<file path="src/rtl/ah_range_enc_pkg.sv">
// rtl/ah_range_enc_pkg.sv - shared constants, window-base helper and encoder state type
//
// Purpose: a single place for the encoder's sizing constants and the window map.
//          The decoder's range constants also come from win_base(), so both ends
//          agree on where each client window starts.
// Contents: NUM_CLIENTS, OFF_W, IDX_W, ADDR_W, win_base(), enc_state_t.
package ah_range_enc_pkg;

  localparam int NUM_CLIENTS = 10;
  localparam int OFF_W       = 12;
  localparam int IDX_W       = 4;
  localparam int ADDR_W      = 34;

  // Client i owns [i<<OFF_W, ((i+1)<<OFF_W)-1]. The bits above IDX_W+OFF_W stay zero.
  function automatic logic [ADDR_W-1:0] win_base(input logic [IDX_W-1:0] idx);
    return ADDR_W'(idx) << OFF_W;
  endfunction

  typedef enum logic {
    EMPTY = 1'b0,
    FULL  = 1'b1
  } enc_state_t;

endpackage

</file>
<file path="src/rtl/ah_rr_arbiter.sv">
// rtl/ah_rr_arbiter.sv - combinational round-robin winner select
//
// Purpose: picks the first eligible client, scanning from last_idx+1 and wrapping
//          modulo NUM_CLIENTS. The pointer register is held by the parent.
// Ports:
//   eligible  in   requests that may be granted this cycle
//   last_idx  in   most recently granted client
//   advance   in   arbitration allowed (output slot free)
//   win_oh    out  one-hot winner
//   win_idx   out  winner index
//   any_win   out  a winner exists and advance is high
module ah_rr_arbiter
  import ah_range_enc_pkg::*;
(
  input  logic [NUM_CLIENTS-1:0] eligible,
  input  logic [IDX_W-1:0]       last_idx,
  input  logic                   advance,
  output logic [NUM_CLIENTS-1:0] win_oh,
  output logic [IDX_W-1:0]       win_idx,
  output logic                   any_win
);

  logic [IDX_W-1:0] cand;

  always_comb begin
    win_oh  = '0;
    win_idx = '0;
    any_win = 1'b0;
    cand    = '0;
    // k runs from 1 to NUM_CLIENTS, so the last candidate checked is last_idx itself.
    for (int k = 1; k <= NUM_CLIENTS; k++) begin
      cand = IDX_W'((int'(last_idx) + k) % NUM_CLIENTS);
      if (advance && !any_win && eligible[cand]) begin
        win_oh[cand] = 1'b1;
        win_idx      = cand;
        any_win      = 1'b1;
      end
    end
  end

endmodule

</file>
<file path="src/rtl/ah_range_encoder_34_10.sv">
// rtl/ah_range_encoder_34_10.sv - round-robin request arbiter and 34-bit range encoder
//
// Purpose: grants one of NUM_CLIENTS requests per cycle and places the encoded address
//          {idx, offset} in a single-entry registered output slot with a valid/ready handshake.
// Ports:
//   clk, rst           clock; synchronous active-high reset
//   client_req         level request per client, held until granted
//   client_offset      OFF_W-bit offset per client, packed at [i*OFF_W +: OFF_W]
//   client_en          enable mask; a disabled client is granted but its request is dropped
//   client_gnt         one-hot grant pulse, one cycle long
//   egress_pkt_field   encoded address, zero-extended to ADDR_W
//   egress_client_idx  owner of egress_pkt_field
//   egress_valid       slot full
//   egress_ready       fabric accepts when valid && ready
//   enc_err            one-cycle pulse when a disabled client is granted
module ah_range_encoder_34_10
  import ah_range_enc_pkg::*;
(
  input  logic                         clk,
  input  logic                         rst,
  input  logic [NUM_CLIENTS-1:0]       client_req,
  input  logic [NUM_CLIENTS*OFF_W-1:0] client_offset,
  input  logic [NUM_CLIENTS-1:0]       client_en,
  output logic [NUM_CLIENTS-1:0]       client_gnt,
  output logic [ADDR_W-1:0]            egress_pkt_field,
  output logic [IDX_W-1:0]             egress_client_idx,
  output logic                         egress_valid,
  input  logic                         egress_ready,
  output logic                         enc_err
);

  enc_state_t             state;
  logic [IDX_W-1:0]       last_idx;
  logic                   slot_free;
  logic [NUM_CLIENTS-1:0] eligible;
  logic [NUM_CLIENTS-1:0] win_oh;
  logic [IDX_W-1:0]       win_idx;
  logic                   any_win;
  logic [OFF_W-1:0]       off_arr [NUM_CLIENTS];

  for (genvar g = 0; g < NUM_CLIENTS; g++) begin : g_off
    assign off_arr[g] = client_offset[g*OFF_W +: OFF_W];
  end

  assign egress_valid = (state == FULL);
  assign slot_free    = (state == EMPTY) || egress_ready;
  // Masking with the current grant stops a client whose req is still high in its
  // grant cycle from being granted a second time.
  assign eligible     = client_req & ~client_gnt;

  ah_rr_arbiter u_arb (
    .eligible (eligible),
    .last_idx (last_idx),
    .advance  (slot_free),
    .win_oh   (win_oh),
    .win_idx  (win_idx),
    .any_win  (any_win)
  );

  always_ff @(posedge clk) begin
    if (rst) begin
      state             <= EMPTY;
      last_idx          <= IDX_W'(NUM_CLIENTS - 1);
      client_gnt        <= '0;
      egress_pkt_field  <= '0;
      egress_client_idx <= '0;
      enc_err           <= 1'b0;
    end else begin
      client_gnt <= '0;
      enc_err    <= 1'b0;
      if (slot_free) begin
        if (any_win) begin
          client_gnt <= win_oh;
          last_idx   <= win_idx;
          if (client_en[win_idx]) begin
            egress_pkt_field  <= win_base(win_idx) | ADDR_W'(off_arr[win_idx]);
            egress_client_idx <= win_idx;
            state             <= FULL;
          end else begin
            // The slot is free here, so it was either empty or drained this cycle.
            // Either way nothing is left in it.
            enc_err <= 1'b1;
            state   <= EMPTY;
          end
        end else begin
          state <= EMPTY;
        end
      end
      // While stalled, the field, index, valid and pointer all keep their values.
    end
  end

endmodule

</file>
<file path="config.mk">
export PLATFORM = sky130hd
export DESIGN_NAME = ah_range_encoder_34_10
export DESIGN_NICKNAME = d
export VERILOG_FILES = /design/src/rtl/ah_range_enc_pkg.sv /design/src/rtl/ah_rr_arbiter.sv /design/src/rtl/ah_range_encoder_34_10.sv
export SDC_FILE = /design/constraint.sdc
export NUM_CORES = 1
export LEC_CHECK = 0
export BUFFER_PORTS_ARGS = -buffer_cell sky130_fd_sc_hd__buf_2
export CAP_MARGIN = 40
export CORE_MARGIN = 2
export CORE_UTILIZATION = 45
export CTS_BUF_LIST = sky130_fd_sc_hd__clkbuf_2 sky130_fd_sc_hd__clkbuf_4 sky130_fd_sc_hd__clkbuf_8
export CTS_CLUSTER_DIAMETER = 60
export DETAILED_ROUTE_END_ITERATION = 7
export PLACE_DENSITY = 0.69
export SETUP_SLACK_MARGIN = 0.2
export SLEW_MARGIN = 40
export SYNTH_ARGS = -nofsm -noshare
export SYNTH_HDL_FRONTEND = slang
export SYNTH_SLANG_ARGS = --single-unit
</file>
<file path="constraint.sdc">
create_clock -name clk -period 12.86 [get_ports clk]
set_input_delay 3.215 -clock clk [delete_from_list [all_inputs] [get_ports clk]]
set_output_delay 3.215 -clock clk [all_outputs]
set_load 0.01 [all_outputs]
</file>
==> impl_metrics.toml, run 1 <==
[final_layout]
diodes = 0
syn_to_final_growth_pct = 11.2
layout-drive-gt1-share = 0.220
nFillCells = 1685
layout_commonest_cell = "buf_2"
fin_cells = 1409
finish.net_count = 1366
final_core_util = 0.515
final_cell_mix = "buf_2, nand2_1, nor2_1, mux2i_1, a21oi_1"

[placement]
placed_cells = 1401
gp_congestion = 0.983
port_buffers = 174
place_hpwl_mm = 20.7

[floorplan]
ios = 193
dieArea_mm2 = 0.0182
core.rowCount = 47
die_w_um = 135
start_util = 0.464
die_h_um = 135
coreArea_mm2 = 0.0166

[sta]
clock_skew_ns = 0.0121
fin_crit_sh = 0.622
min_period_ns = 8.00
worst_pin_slew_ns = 0.843
drv_slew = 0
rsz0062_at_grt = "false"
relSlewSlack = 0.438
finalHoldViolCount = 0
setup_tns_ns = 0
finalSetupViolCount = 0
timing.fmax_mhz = 125

[critical_path]
slowest_delay_ns = 0.60
cp_slowest_cell = "a211o_1"
critPathTopFamily = "compound AO/OA/AOI/OAI gates"
crit_top_cell = "mux2i_1"
critical_path_buf_inv_count = 2
worstPathArrival_ns = 8.18
path_class = "in2reg"
path_cells = "buf_2, nor3b_1, a31oi_1, nand2_1, a211oi_1, nor2_1, o221a_2, nor4_4, nand3_2, or3b_1, a41oi_4, buf_4, mux2i_1, mux2i_1, a211o_1, a32o_1"
crit_fanout = 43
worstPathRequired_ns = 13.04
critPathCaptureType = "register"
startpoint_type = "input pin"

[synthesis]
synth_edf_count = 0
synth_top_cell_area_share = 0.105
yosysWarnings = 0
ys_async_sr_fraction = 0
synth_seq_cells = 32
synth_area_leaders = "mux2i_1, dfxtp_1, ha_1"
syn_inst = 1073
post-synth-top-area-cell = "mux2i_1"
syn-cell-area_mm2 = 0.00771
ys_types = 103
synth_flop_cell = "dfxtp_1"
avgSynthCellArea_um2 = 7.19
synth_seq_area_share = 0.0830

[cts]
clock-root-buffer = "clkbuf_8"
cts_hold_buf = 0
cts.clk_slew.worst_paths_ns = 0.07
cts_resized = 0
numCtsBuffers = 5
htreeDepth = 2
cts_tree = "built"
clkLatencyLatePin_ns = 0.29
cts_sinks = 32
post-cts-setup-buffers = 0
clockBufferDepth = 2

[global_route]
grt_max_degree = 70
grt_pass1_vias = 7981
antenna_found_initial = 0
groute.usage.overall = 0.276
grt_pass1_wl_mm = 41.3
grt_overflow = 0

[route]
drtIter0Drc = 809
drc = 0
first_pass_iters = 8
vias_per_cell = 6.23
antenna_left = 0
wire_per_inst_um = 18.7
vias = 8785
routed_wl_mm = 26.3

[run]
maxCapViolations = 0

[min_path]
hp-class = "reg2reg"

[status]
status = "completed"
[flip-flops by register name, summed over array words and instances (netlist names)]
| register | count |
|---|---|
| client_gnt | 10 |
| egress_pkt_field | 13 |
| enc_err | 1 |
| egress_valid | 1 |
| egress_client_idx | 3 |
| last_idx | 4 |
[layout make-up]
type,instances,area [um2],area share
repair buffers,185,957,0.112
well taps,220,275,0.0321
flip-flops and latches,32,642,0.0748
clock buffers,7,90.1,0.0105
clock inverters,1,7.51,0.000875
inverters,45,169,0.0197
multi-input cells,919,6430,0.750
[worst register-to-register path, stage by stage (launching register included)]
cell and delay (ns):
dfxtp_2 0.60, buf_4 0.36, ha_1 0.77, xnor2_1 0.40
nand3_1 0.23, ha_1 0.36, nand2b_1 0.29, a2111oi_0 0.43
o31ai_1 0.20, and2_1 0.21, o31a_1 0.33, and2_1 0.29
nor4_4 0.39, nand3_2 0.25, or3b_1 0.51, a41oi_4 0.18
buf_4 0.48, mux2i_1 0.30, mux2i_1 0.13, a211o_1 0.61
a32o_1 0.38
[layer usage]
| metal | GRT usage | wire (um) | vias up |
|---|---|---|---|
| met5 | 0 | 0 | - |
| met4 | 0.0868 | 837 | 0 |
| met3 | 0.0297 | 1550 | 48 |
| met2 | 0.490 | 12900 | 376 |
| met1 | 0.351 | 11100 | 4106 |
| li1 | - | - | 4255 |
[path summary, 6_finish.rpt]
kind                                     from                           endpoint  slack, ns  depth (start not counted)
max                             client_req[7]  egress_client_idx[1]$_SDFFE_PP0P_       4.86                         16
min          egress_pkt_field[3]$_SDFFE_PP0P_   egress_pkt_field[3]$_SDFFE_PP0P_       0.46                          2
max reg2reg          last_idx[0]$_SDFFE_PP1P_  egress_client_idx[1]$_SDFFE_PP0P_       5.05                         20
min reg2reg  egress_pkt_field[3]$_SDFFE_PP0P_   egress_pkt_field[3]$_SDFFE_PP0P_       0.46                          2
[cells in the mapped netlist (14+ instances only)]
master,number
o21ai_0,38
o21a_1,14
mux2i_1,81
xnor2_1,20
a211oi_1,18
nand3_1,44
a21oi_1,57
inv_1,40
and2_1,18
clkbuf_1,28
buf_4,29
nand2_1,99
ha_1,35
dfxtp_1,32
mux2_2,16
a31oi_1,31
nor3_1,30
nand2b_1,21
buf_2,26
o221ai_1,19
nor2_1,81
nor2b_1,19
[per-stage QoR]
stage	hold WS, ns	area (um2)	worst slack (ns)
2_1_floorplan	0.482	7780	5.97
3_3_place_gp	0.442	8460	4.56
3_5_place_dp	0.450	8470	4.52
4_1_cts	0.460	8570	4.82
5_1_grt	0.488	8580	4.49
6_report	0.458	8580	4.86
[kinds of logic (layout without fill, tap and decap cells)]
| logic type | count (synthesis) | after routing | synth area share |
|---|---|---|---|
| simple gates | 409 | 409 | 0.281 |
| flops | 32 | 32 | 0.0830 |
| other cells | 1 | 18 | 0.000486 |
| mux | 97 | 97 | 0.128 |
| compound gates | 329 | 329 | 0.319 |
| fa+ha+maj | 40 | 40 | 0.0636 |
| xor+xnor | 26 | 26 | 0.0315 |
| buf+inv | 139 | 238 | 0.0928 |
Power of run 1 is not shown: default switching activity piles up to over one toggle a cycle in this logic, so the estimate is an artifact.
==> inputs of run 2 (changes only) <==
--- a/config.mk
+++ b/config.mk
@@ -5,6 +5,7 @@
 export SDC_FILE = /design/constraint.sdc
 export NUM_CORES = 1
 export LEC_CHECK = 0
+export ABC_AREA = 1
 export BUFFER_PORTS_ARGS = -buffer_cell sky130_fd_sc_hd__buf_2
 export CAP_MARGIN = 40
 export CORE_MARGIN = 2
@@ -12,7 +13,7 @@
 export CTS_BUF_LIST = sky130_fd_sc_hd__clkbuf_2 sky130_fd_sc_hd__clkbuf_4 sky130_fd_sc_hd__clkbuf_8
 export CTS_CLUSTER_DIAMETER = 60
 export DETAILED_ROUTE_END_ITERATION = 7
-export PLACE_DENSITY = 0.69
+export PLACE_DENSITY = 0.73
 export SETUP_SLACK_MARGIN = 0.2
 export SLEW_MARGIN = 40
 export SYNTH_ARGS = -nofsm -noshare
==> constraint.sdc (replaced) <==
create_clock -name clk -period 6.6 [get_ports clk]
set_input_delay 1.65 -clock clk [delete_from_list [all_inputs] [get_ports clk]]
set_output_delay 1.65 -clock clk [all_outputs]
set_load 0.01 [all_outputs]
==> impl_metrics.toml, run 2 <==
[route]
drc = 0
first_pass_iters = 6
routed_wl_mm = 24.2
antenna_left = 0
vias = 8792
wire_per_inst_um = 14.5
vias_per_cell = 5.29
drtIter0Drc = 944

[global_route]
groute.usage.overall = 0.279
grt_max_degree = 44
grt_pass1_wl_mm = 37.6
antenna_found_initial = 0
grt_overflow = 0
grt_pass1_vias = 7520

[final_layout]
finish.net_count = 1628
layout-drive-gt1-share = 0.210
diodes = 0
top_register = "egress_pkt_field"
layout_commonest_cell = "nand2_1"
regArea_um2 = 641
reg_top3 = "egress_pkt_field (13), client_gnt (10), last_idx (4)"
final_cell_mix = "nand2_1, buf_2, nand3_1"
multi_input_area_mm2 = 0.00539
nFillCells = 1668
largest_reg_flops = 13
syn_to_final_growth_pct = 14.3

[synthesis]
syn_inst = 1305
synth-compound-area-share = 0.131
ys_types = 56
yosysWarnings = 0
synth_xor_area_frac = 0.0205
synth_top_family_by_area = "simple AND/OR/NAND/NOR gates"
synth.most_common_cell = "nand2_1"
synth_flop_cell = "dfxtp_1"
synth_top_cell_area_share = 0.227
synth_commonest_cells = "nand2_1, nand3_1, inv_1, nor2_1, o21ai_0"
synth_seq_cells = 32
synth_fa_ha_area_frac = 0.0619
syn-cell-area_mm2 = 0.00707
synth_edf_count = 0
synth_seq_area_share = 0.0906
avgSynthCellArea_um2 = 5.42
yosys.area_share.simple = 0.520
synth_area_leaders = "nand2_1, nand3_1, dfxtp_1"
synthMuxAreaShare = 0.0191
ys_async_sr_fraction = 0
post-synth-top-area-cell = "nand2_1"

[critical_path]
worstPathRequired_ns = 6.79
path_class = "reg2reg"
crit_fanout = 32
worstPathArrival_ns = 5.89
critical_path_buf_inv_count = 5
critPathCaptureType = "register"
crit_top_cell = "nand2_1"
cp_slowest_cell = "dfxtp_1"
slowest_delay_ns = 0.65
startpoint_type = "register"
critPathTopFamily = "simple AND/OR/NAND/NOR gates"

[cts]
cts_sinks = 32
clkLatencyLatePin_ns = 0.30
post-cts-setup-buffers = 0
cts_hold_buf = 0
cts.clk_slew.worst_paths_ns = 0.08
clockBufferDepth = 2
cts_resized = 0
clock-root-buffer = "clkbuf_8"
htreeDepth = 2
numCtsBuffers = 5
cts_tree = "built"

[placement]
port_buffers = 174
place_hpwl_mm = 19.7
gp_congestion = 0.979

[sta]
relSlewSlack = 0.496
worst_pin_slew_ns = 0.749
rsz0062_at_grt = "false"
clock_skew_ns = 0.0134
min_period_ns = 5.69
fin_crit_sh = 0.862
timing.fmax_mhz = 176
finalSetupViolCount = 0
drv_slew = 0
setup_tns_ns = 0
finalHoldViolCount = 0

[floorplan]
ios = 193
die_h_um = 129
core.rowCount = 45
coreArea_mm2 = 0.0153
die_w_um = 129
dieArea_mm2 = 0.0167
start_util = 0.463

[run]
maxCapViolations = 0

[status]
status = "completed"

[min_path]
hp-class = "reg2reg"
==> run 2: cell types whose count changed in the layout (fill, tap and decap cells not counted), sizes merged, moves of 22 or more <==
cell,before,now
inv,43,181
o21ai,42,73
nor3,32,10
nand3,45,168
nand2,100,451
nor2,81,138
a31oi,31,5
mux2i,81,0
a21oi,64,24
==> run 2: cell type report <==
type | count | area share
Timing Repair Buffer | 189 | 0.122
Sequential cell | 32 | 0.0793
Multi-Input combinational cell | 1039 | 0.667
Inverter | 183 | 0.0856
Clock inverter | 3 | 0.00526
Tap cell | 211 | 0.0327
Clock buffer | 5 | 0.00852
==> run 2: path summary, 6_finish.rpt <==
path / start / endpoint / slack [ns] / cells after the start
max: last_idx[2]$_SDFFE_PP0P_ / egress_pkt_field[11]$_SDFFE_PP0P_ / 0.91 / 30
min reg2reg: egress_pkt_field[9]$_SDFFE_PP0P_ / egress_pkt_field[9]$_SDFFE_PP0P_ / 0.51 / 4
min: egress_pkt_field[9]$_SDFFE_PP0P_ / egress_pkt_field[9]$_SDFFE_PP0P_ / 0.51 / 4
max reg2reg: last_idx[2]$_SDFFE_PP0P_ / egress_pkt_field[11]$_SDFFE_PP0P_ / 0.91 / 30
==> run 2: metal layers <==
layer,track usage,share of wire,routed length [um],vias to the layer above
li1,-,-,-,4454
met1,0.405,0.45,11000,3936
met2,0.441,0.46,11100,362
met3,0.0318,0.069,1670,40
met4,0.0633,0.019,449,0
met5,0,0,0,-
==> run 2: cells by family after synthesis <==
logic type	count (synthesis)
XOR/XNOR	14
other	1
buffers and inverters	251
multiplexers	12
AND/OR/NAND/NOR	814
adder cells (fa/ha/maj)	35
flip-flops	32
AO/OA/AOI/OAI	146
==> run 2: per-stage QoR <==
step                cells  instance area [um2]  utilization  hold slack, ns  worst slack [ns]
floorplan            1322                 7130            -           0.533              1.72
global placement     1654                 7970        0.522           0.496             0.825
detailed placement   1654                 7970        0.522           0.502             0.746
CTS                  1662                 8080        0.529           0.515             0.981
global route         1662                 8080        0.530           0.542             0.319
finish               1662                 8080        0.530           0.514             0.908
==> run 2: tightest hold or removal path: cells and delay by family, from the launching register on <==
family | cells | cell delay (ns)
buffers and inverters | 1 | 0.05
flip-flops | 1 | 0.31
AND/OR/NAND/NOR | 3 | 0.12
Power of run 2 is left out for the same reason.
==> inputs of run 3 (changes only) <==
--- a/config.mk
+++ b/config.mk
@@ -18,4 +18,5 @@
 export SLEW_MARGIN = 40
 export SYNTH_ARGS = -nofsm -noshare
 export SYNTH_HDL_FRONTEND = slang
+export SYNTH_HIERARCHICAL = 1
 export SYNTH_SLANG_ARGS = --single-unit
==> impl_metrics.toml, run 3 <==
[floorplan]
core.rowCount = 45
ios = 193
start_util = 0.465
coreArea_mm2 = 0.0153
die_w_um = 130
dieArea_mm2 = 0.0169
die_h_um = 130

[cts]
htreeDepth = 2
cts_sinks = 32
clockBufferDepth = 2
cts_hold_buf = 0
cts_tree = "built"
cts.clk_slew.worst_paths_ns = 0.08
numCtsBuffers = 5
clkLatencyLatePin_ns = 0.29
clock-root-buffer = "clkbuf_8"
cts_resized = 0
post-cts-setup-buffers = 0

[sta]
setup_tns_ns = 0
drv_slew = 0
timing.fmax_mhz = 172
min_period_ns = 5.80
finalSetupViolCount = 0
worst_pin_slew_ns = 0.767
fin_crit_sh = 0.879
relSlewSlack = 0.483
rsz0062_at_grt = "false"
finalHoldViolCount = 0
layout_setup_ws_ns = 0.801
clock_skew_ns = 0.0116

[critical_path]
path_class = "reg2reg"
cp_slowest_cell = "dfxtp_1"
critPathTopFamily = "simple AND/OR/NAND/NOR gates"
startpoint_type = "register"
critical_path_buf_inv_count = 4
crit_top_cell = "nand2_1"
worstPathRequired_ns = 6.77
critPathCaptureType = "register"
slowest_delay_ns = 0.57
crit_fanout = 66
worstPathArrival_ns = 5.97

[synthesis]
ys_async_sr_fraction = 0
synth_top_cell_area_share = 0.187
synth_edf_count = 0
post-synth-top-area-cell = "nand2_1"
yosysWarnings = 6
avgSynthCellArea_um2 = 5.24
synth_commonest_cells = "nand2_1, nor2_1, inv_1, nand3_1, o21ai_0"
syn_inst = 1360
synth_seq_cells = 32
synth_flop_cell = "dfxtp_1"
synth_seq_area_share = 0.0899
synth_area_leaders = "nand2_1, nor2_1, nand3_1"
ys_types = 42
syn-cell-area_mm2 = 0.00712
synth.most_common_cell = "nand2_1"

[route]
first_pass_iters = 5
wire_per_inst_um = 15.2
vias_per_cell = 5.38
vias = 9241
antenna_left = 0
drc = 0
drtIter0Drc = 826
routed_wl_mm = 26.2

[status]
status = "completed"

[final_layout]
multi_input_area_mm2 = 0.00547
nFillCells = 1729
regArea_um2 = 641
syn_to_final_growth_pct = 14.6
diodes = 0
top_register = "egress_pkt_field"
final_area_mm2 = 0.00817
layout-drive-gt1-share = 0.200
final_cell_mix = "nand2_1, nor2_1, buf_2"
reg_top3 = "egress_pkt_field (12), client_gnt (10)"
largest_reg_flops = 12
finish.net_count = 1683
layout_commonest_cell = "nand2_1"
final_core_util = 0.533

[global_route]
grt_pass1_vias = 8463
grt_max_degree = 67
grt_overflow = 0
grt_pass1_wl_mm = 40.8
groute.usage.overall = 0.302
antenna_found_initial = 0

[run]
maxCapViolations = 0

[min_path]
hp-class = "reg2reg"

[placement]
place_hpwl_mm = 21.5
port_buffers = 174
gp_congestion = 0.985
dp_slack_ns = 0.668
place_area_mm2 = 0.00805
run 3: cell types whose count changed after synthesis, sizes merged, moves of 7 or more:
cell     before  now
mux2         12    0
o211ai       17   29
a221oi        7    0
nand3b       13    6
nand2       451  388
o2111ai       7    0
o21ai        73   94
nor2        138  276
clkbuf       14   25
nand3       168  141
a21oi        24   17
nand4        19   56
run 3: path summary, 6_finish.rpt:
check                                         from  depth (start not counted)                                 to  slack [ns]
setup / recovery          last_idx[1]$_SDFFE_PP0P_                         27  egress_client_idx[0]$_SDFFE_PP0P_        0.80
hold / removal    egress_pkt_field[6]$_SDFFE_PP0P_                          4   egress_pkt_field[6]$_SDFFE_PP0P_        0.52
setup reg to reg          last_idx[1]$_SDFFE_PP0P_                         27  egress_client_idx[0]$_SDFFE_PP0P_        0.80
hold reg to reg   egress_pkt_field[6]$_SDFFE_PP0P_                          4   egress_pkt_field[6]$_SDFFE_PP0P_        0.52
run 3: logic make-up (layout without fill, tap and decap cells):
logic type | count (synthesis) | count (layout) | synth area share
AOI/OAI and AO/OA | 145 | 145 | 0.120
DFF | 32 | 32 | 0.0899
xor gates and xnor gates | 12 | 12 | 0.0148
and+or+nand+nor | 886 | 886 | 0.561
other | 1 | 18 | 0.000526
buffers and inverters | 249 | 378 | 0.153
adders and majority gates | 35 | 35 | 0.0615
run 3: final cells by class:
| type | count | share of cell area |
|---|---|---|
| flip-flops and latches | 32 | 0.0784 |
| multi-input cells | 1096 | 0.669 |
| repair buffers | 194 | 0.125 |
| inverters | 176 | 0.0809 |
| well taps | 211 | 0.0323 |
| clock buffers | 6 | 0.00935 |
| clock inverters | 2 | 0.00429 |
run 3: worst register-to-register path: cells and delay by family (launching register included):
family	cells	cell delay [ns]
flops	1	0.57
simple gates	18	2.54
fa+ha+maj	2	0.75
buf+inv	4	1.06
compound gates	3	0.74
run 3: stage by stage:
step	cells	hold slack [ns]
floorplan	1377	0.533
global placement	1709	0.502
detailed placement	1709	0.501
CTS	1717	0.516
global route	1717	0.560
finish	1717	0.517
run 3: per-layer routing:
| layer | up-vias | global-route usage | wire length [um] |
|---|---|---|---|
| met1 | 4083 | 0.352 | 10200 |
| met2 | 471 | 0.542 | 12800 |
| met5 | - | 0 | 0 |
| li1 | 4611 | - | - |
| met4 | 0 | 0.148 | 1290 |
| met3 | 76 | 0.0422 | 1910 |
Power of run 3 is left out for the same reason.
